File: config.mk
export PLATFORM = sky130hd
export DESIGN_NAME = booth_mul_seq_flat
export DESIGN_NICKNAME = d
export VERILOG_FILES = /design/src/rtl/booth_mul_pkg.sv /design/src/rtl/booth_mul_seq_if.sv /design/src/rtl/booth_mul_step.sv /design/src/rtl/booth_mul_seq.sv /design/src/flat_wrapper.sv
export SDC_FILE = /design/constraint.sdc
export NUM_CORES = 1
export LEC_CHECK = 0
export CORE_MARGIN = 10
export CORE_UTILIZATION = 50
export CTS_CLUSTER_DIAMETER = 100
export DETAILED_ROUTE_END_ITERATION = 7
export GPL_TIMING_DRIVEN = 0
export PLACE_DENSITY = 0.79
export SYNTH_ARGS = -nofsm -noshare
export SYNTH_HDL_FRONTEND = slang
export SYNTH_HIERARCHICAL = 1
export SYNTH_SLANG_ARGS = --single-unit
File: constraint.sdc
create_clock -name clk -period 7.85 [get_ports clk]
set_clock_uncertainty 0.1 [all_clocks]
set_input_delay 0.785 -clock clk [delete_from_list [all_inputs] [get_ports clk]]
set_output_delay 0.785 -clock clk [all_outputs]
set_load 0.01 [all_outputs]
File: src/rtl/booth_mul_pkg.sv
// -----------------------------------------------------------------------------
// booth_mul_pkg
// Shared definitions for the sequential radix-2 Booth multiplier:
//   WIDTH_DEF  : default operand width
//   state_e    : controller states (IDLE, RUN)
//   OP_ADD/SUB : Booth recoding of {Q[0], q_m1}
//   cnt_width  : width of the step counter for a given operand width
// -----------------------------------------------------------------------------
package booth_mul_pkg;

  localparam int unsigned WIDTH_DEF = 32;

  typedef enum logic {
    IDLE = 1'b0,
    RUN  = 1'b1
  } state_e;

  localparam logic [1:0] OP_ADD = 2'b01;
  localparam logic [1:0] OP_SUB = 2'b10;

  // Counter must be able to hold 0..WIDTH.
  function automatic int unsigned cnt_width(input int unsigned w);
    return $clog2(w + 1);
  endfunction

  localparam int unsigned CNT_W_DEF = $clog2(WIDTH_DEF + 1);

endpackage

File: src/rtl/booth_mul_seq_if.sv
// -----------------------------------------------------------------------------
// booth_mul_seq_if
// Start/busy/done handshake and operand/result bus of the Booth multiplier.
//   start        : request from the control unit
//   multiplicand : signed operand M
//   multiplier   : signed operand Q
//   busy         : operation in progress
//   done         : one-cycle completion pulse
//   hi / lo      : upper / lower half of the 2*WIDTH-bit product
// Modports: master (control unit side), slave (multiplier side).
// -----------------------------------------------------------------------------
interface booth_mul_seq_if
  import booth_mul_pkg::*;
#(
  parameter int WIDTH = WIDTH_DEF
);

  logic                    start;
  logic signed [WIDTH-1:0] multiplicand;
  logic signed [WIDTH-1:0] multiplier;
  logic                    busy;
  logic                    done;
  logic        [WIDTH-1:0] hi;
  logic        [WIDTH-1:0] lo;

  modport master (
    output start, multiplicand, multiplier,
    input  busy, done, hi, lo
  );

  modport slave (
    input  start, multiplicand, multiplier,
    output busy, done, hi, lo
  );

endinterface

File: src/rtl/booth_mul_step.sv
// -----------------------------------------------------------------------------
// booth_mul_step
// One combinational radix-2 Booth step: conditional add/subtract of the
// sign-extended multiplicand into A, then arithmetic right shift of
// {A, Q, q_m1} by one bit.
//   a_i / a_o     : partial-product accumulator (WIDTH+1 bits, signed)
//   q_i / q_o     : multiplier register (shifts in low product bits)
//   qm1_i / qm1_o : Booth history bit
//   m_i           : multiplicand
// -----------------------------------------------------------------------------
module booth_mul_step
  import booth_mul_pkg::*;
#(
  parameter int WIDTH = WIDTH_DEF
) (
  input  logic signed [WIDTH:0]   a_i,
  input  logic        [WIDTH-1:0] q_i,
  input  logic                    qm1_i,
  input  logic signed [WIDTH-1:0] m_i,
  output logic signed [WIDTH:0]   a_o,
  output logic        [WIDTH-1:0] q_o,
  output logic                    qm1_o
);

  logic signed [WIDTH:0] m_ext;
  logic signed [WIDTH:0] sum;

  // The extra accumulator bit keeps -(-2^(WIDTH-1)) representable.
  assign m_ext = {m_i[WIDTH-1], m_i};

  always_comb begin
    sum = a_i;
    case ({q_i[0], qm1_i})
      OP_ADD:  sum = a_i + m_ext;
      OP_SUB:  sum = a_i - m_ext;
      default: sum = a_i;
    endcase
  end

  assign a_o   = {sum[WIDTH], sum[WIDTH:1]};
  assign q_o   = {sum[0], q_i[WIDTH-1:1]};
  assign qm1_o = q_i[0];

endmodule

File: src/rtl/booth_mul_seq.sv
// -----------------------------------------------------------------------------
// booth_mul_seq
// Sequential signed radix-2 Booth multiplier, one Booth step per clock.
// Full 2*WIDTH-bit product is written to the hi/lo pair on completion.
//   clk : system clock, rising edge
//   clr : synchronous active-high reset, priority over everything
//   bus : booth_mul_seq_if.slave (start, multiplicand, multiplier,
//         busy, done, hi, lo)
// Optional build macro BOOTH_MUL_EARLY_DONE_EN: a zero operand on the accept
// edge completes immediately (hi=lo=0, done next cycle, busy never set).
// -----------------------------------------------------------------------------
module booth_mul_seq
  import booth_mul_pkg::*;
#(
  parameter int WIDTH = WIDTH_DEF
) (
  input  logic             clk,
  input  logic             clr,
  booth_mul_seq_if.slave   bus
);

  localparam int unsigned    CNT_W = cnt_width(WIDTH);
  localparam logic [CNT_W-1:0] LAST = CNT_W'(WIDTH - 1);

  state_e                  state_q, state_d;
  logic signed [WIDTH:0]   a_q, a_d;
  logic        [WIDTH-1:0] q_q, q_d;
  logic                    qm1_q, qm1_d;
  logic signed [WIDTH-1:0] m_q, m_d;
  logic        [CNT_W-1:0] cnt_q, cnt_d;
  logic        [WIDTH-1:0] hi_q, hi_d;
  logic        [WIDTH-1:0] lo_q, lo_d;
  logic                    done_q, done_d;

  logic signed [WIDTH:0]   a_nx;
  logic        [WIDTH-1:0] q_nx;
  logic                    qm1_nx;
  logic                    zero_skip;

  booth_mul_step #(.WIDTH(WIDTH)) u_step (
    .a_i   (a_q),
    .q_i   (q_q),
    .qm1_i (qm1_q),
    .m_i   (m_q),
    .a_o   (a_nx),
    .q_o   (q_nx),
    .qm1_o (qm1_nx)
  );

`ifdef BOOTH_MUL_EARLY_DONE_EN
  assign zero_skip = (bus.multiplicand == '0) || (bus.multiplier == '0);
`else
  assign zero_skip = 1'b0;
`endif

  always_comb begin
    state_d = state_q;
    a_d     = a_q;
    q_d     = q_q;
    qm1_d   = qm1_q;
    m_d     = m_q;
    cnt_d   = cnt_q;
    hi_d    = hi_q;
    lo_d    = lo_q;
    done_d  = 1'b0;

    case (state_q)
      IDLE: begin
        if (bus.start) begin
          if (zero_skip) begin
            hi_d   = '0;
            lo_d   = '0;
            done_d = 1'b1;
          end else begin
            state_d = RUN;
            m_d     = bus.multiplicand;
            q_d     = bus.multiplier;
            a_d     = '0;
            qm1_d   = 1'b0;
            cnt_d   = '0;
          end
        end
      end
      RUN: begin
        a_d   = a_nx;
        q_d   = q_nx;
        qm1_d = qm1_nx;
        cnt_d = cnt_q + 1'b1;
        // Final step: publish the post-shift product in the same edge.
        if (cnt_q == LAST) begin
          state_d = IDLE;
          hi_d    = a_nx[WIDTH-1:0];
          lo_d    = q_nx;
          done_d  = 1'b1;
        end
      end
      default: state_d = IDLE;
    endcase
  end

  always_ff @(posedge clk) begin
    if (clr) begin
      state_q <= IDLE;
      a_q     <= '0;
      q_q     <= '0;
      qm1_q   <= 1'b0;
      m_q     <= '0;
      cnt_q   <= '0;
      hi_q    <= '0;
      lo_q    <= '0;
      done_q  <= 1'b0;
    end else begin
      state_q <= state_d;
      a_q     <= a_d;
      q_q     <= q_d;
      qm1_q   <= qm1_d;
      m_q     <= m_d;
      cnt_q   <= cnt_d;
      hi_q    <= hi_d;
      lo_q    <= lo_d;
      done_q  <= done_d;
    end
  end

  assign bus.busy = (state_q == RUN);
  assign bus.done = done_q;
  assign bus.hi   = hi_q;
  assign bus.lo   = lo_q;

endmodule
File: src/flat_wrapper.sv
// flat-port wrapper written by rule: the top's interface ports become plain ports
module booth_mul_seq_flat import booth_mul_pkg::*;
#(
  parameter int WIDTH = WIDTH_DEF
)
  (clk, clr, bus_start, bus_multiplicand, bus_multiplier, bus_busy, bus_done, bus_hi, bus_lo);
  booth_mul_seq_if #(.WIDTH(WIDTH)) bus_i ();
  input  logic clk;
  input  logic clr;
  input wire logic [$bits(bus_i.start)-1:0] bus_start;
  input wire logic [$bits(bus_i.multiplicand)-1:0] bus_multiplicand;
  input wire logic [$bits(bus_i.multiplier)-1:0] bus_multiplier;
  output wire logic [$bits(bus_i.busy)-1:0] bus_busy;
  output wire logic [$bits(bus_i.done)-1:0] bus_done;
  output wire logic [$bits(bus_i.hi)-1:0] bus_hi;
  output wire logic [$bits(bus_i.lo)-1:0] bus_lo;
  assign bus_i.start = bus_start;
  assign bus_i.multiplicand = bus_multiplicand;
  assign bus_i.multiplier = bus_multiplier;
  assign bus_busy = bus_i.busy;
  assign bus_done = bus_i.done;
  assign bus_hi = bus_i.hi;
  assign bus_lo = bus_i.lo;
  booth_mul_seq #(.WIDTH(WIDTH)) u_core (.clk(clk), .clr(clr), .bus(bus_i));
endmodule
==> metrics <==
status finished clean; DR vias 8933; sequential share of the synthesized area 0.348; largest net degree at the start of global routing 17; Net count, final 1461; Critical Path RT 8110 ps; # rows 51; Finished Layout Cells 1635; Int Power 0.00164 W; ys flop type dfxtp_1; vias per std cell 5.46; CP Data Arrival Time 5410 ps; gpl congestion 0.941; Worst IR Drop VDD 179 uV; GR Util met2 0.343; power share of the combinational group 0.199; Clk pin slew, worst setup/hold paths 70 ps; H-tree Lvls 4; Synth Register Bits 170; Detail Route Antenna Nets 0; Leak 4.51 nW; Clk pwr share 0.403; Max Cap Viol 0; Syn Nets 1312; leading area contributor after synthesis dfxtp_1; CTS tree yes; # diodes 0; root buffer cell clkbuf_16; Clk Latency, worst-skew pair 430 ps; Syn Inst Count 1209; vias in the first global route 8735; DP Worst Slack 2910 ps; Die X 160 um; initial antenna violation count 0; postcts setup bufs 0; synthesized area per cell 8.09 um2; top achievable clock speed 0.194 GHz; DRT iter0 DRCs 615; commonest cells after routing, fill and taps aside 244 x nand2_1, 170 x dfxtp_1, 130 x clkdlybuf4s50_1, 116 x a21oi_1, 114 x nor2_1; Hold Buf Count CTS 0; GR Util met3 0.0442; met1 Usage GRT 0.254; Synth area leaders dfxtp_1 35%, mux2i_1 10%, nand2_1 9.4%; layout cells sized above 1 0.0701; cell area after synthesis 0.00978 mm2; core box area 0.0193 mm2; initial core utilization 0.506; Final Critical Period 5150 ps; grt ovf 0; die footprint 0.0255 mm2; period utilization 0.656; sw frac 0.282; share of the synthesized area in the top cell type 0.348; setup TNS 0 ps; Final Max Slew Viols 0; dpl hpwl 20.2 mm; Sw Pwr 0.000646 W; Synth cell types 57; Seq pwr share 0.397; total chip power 0.00229 W; Final Hold Fails 0; Inst Count DP 1604; Routed WL per cell 16.5 um; Synth warnings 6; Crit. End Element flip-flop; final wirelength 27.0 mm; GRT Resource Usage Total 0.204; P&R area growth vs syn 23.4%; unrepaired setup endpoints after global routing no; first-pass GRT wire length 43.6 mm; DRC Markers 0; PostCTS Resize Cnt 0; Pwr per Cell Area 190 mW/mm2; commonest non-fill, non-tap cell in the layout nand2_1; Clock Path Buffers 2; Final Core Density 0.624; number of clock sinks 170; Least-Margin Pin Slew 888 ps; Post-synth EDFFs 0; final setup fails 0; crit path max fanout 6; min-delay worst type reg2reg; global-route layer with the greatest usage met2; Ports 133; CTS buffer count 17; final worst slack 2700 ps; CP Class reg2reg; Max-Slew Margin vs Limit 0.399; Die Ht 160 um; type of origin of the critical path flip-flop; drt first pass iters 5; ys async rst share 0; port bufs 130
[area by class of cell]
class	count	area [um2]
plain buffers	112	631
repair buffers	130	1300
clock inverters	11	184
well taps	265	332
multi-input cells	909	5680
clock buffers	20	467
inverters	18	67.6
flip-flops and latches	170	3400
fillers	1666	7270
[critical path, cell delays in order (launching register included)]
cell and delay, ps:
dfxtp_1 380, inv_1 90, ha_1 190, nor4b_1 690, nand3_1 440, nor4_4 460, a21oi_1 150, xnor2_1 180
ha_1 400, nand2_1 110, o211ai_1 290, o211ai_1 140, a31oi_1 150, o21ai_1 150, o311ai_1 380, xor2_1 430
buf_4 190, a21oi_1 50, nor2_1 100
[cells in the mapped netlist, types with 2 or more instances]
cell type and count:
xor2_1 16, nand3_1 12, nor2b_1 3, ha_1 35, o21bai_1 8, o21ai_0 40
mux2_2 4, buf_2 15, inv_1 17, buf_8 5, o211ai_1 5, a21oi_1 116
dfxtp_1 170, nor4b_1 2, nor3_1 14, a211oi_1 4, a21o_1 15, nor4_1 8
nor2_1 114, and4_1 2, nand4_1 3, mux2_1 30, o311ai_1 2, clkbuf_1 50
o31ai_1 4, or3_1 2, a31oi_1 6, buf_4 36, mux2i_1 99, o21a_1 7
o2111ai_1 4, xnor2_1 43, and3_1 2, o31a_1 2, nor3b_1 35, o21ai_1 2
and2_1 4, buf_1 6, a21boi_0 2, nand2_1 244, nand2b_1 5
[power by group through the flow]
stage | Combinational [W] | Sequential (W) | Clock (W)
floorplan | 0.000326 | 0.000923 | 0
detailed placement | 0.000443 | 0.000929 | 0
finish | 0.000457 | 0.000909 | 0.000924
CTS | 0.000450 | 0.000909 | 0.000939
global route | 0.000502 | 0.000912 | 0.000972
global placement | 0.000436 | 0.000927 | 0
[kinds of logic after synthesis]
kind of cell             count (synthesis)  synth area share
AND/OR/NAND/NOR                        456             0.205
AO/OA/AOI/OAI                          225             0.135
flip-flops                             170             0.348
multiplexers                           133             0.141
buffers and inverters                  130            0.0714
XOR/XNOR                                59            0.0529
adder cells (fa/ha/maj)                 36            0.0468
[per-stage QoR]
| step | instance area, um2 | hold slack [ps] |
|---|---|---|
| 6_report | 12100 | 352 |
| 5_1_grt | 12100 | 376 |
| 4_1_cts | 12100 | 357 |
| 3_5_place_dp | 11400 | 346 |
| 3_3_place_gp | 11400 | 341 |
| 2_1_floorplan | 9780 | 335 |
[sequential cells by signal, indices dropped and copies added (netlist names)]
| register | count |
|---|---|
| u_core/a_q | 33 |
| u_core/bus.busy | 1 |
| u_core/bus.done | 1 |
| u_core/bus.hi | 32 |
| u_core/bus.lo | 32 |
| u_core/cnt_q | 6 |
| u_core/m_q | 32 |
| u_core/q_q | 32 |
| u_core/qm1_q | 1 |
[layer usage]
layer | vias to the layer above | share of wire
met5 | - | 0
met4 | 0 | 0.019
li1 | 4392 | -
met3 | 33 | 0.061
met2 | 270 | 0.48
met1 | 4238 | 0.43
[worst paths after layout]
kind / from / end / slack (ps) / cells after the start
hold / removal: u_core/bus.hi[19] / u_core/bus.hi[19] / 350 / 2
setup reg to reg: u_core/m_q[0] / u_core/a_q[32] / 2700 / 18
hold reg to reg: u_core/bus.hi[19] / u_core/bus.hi[19] / 350 / 2
setup / recovery: u_core/m_q[0] / u_core/a_q[32] / 2700 / 18
(Power assumes the default switching activity.)
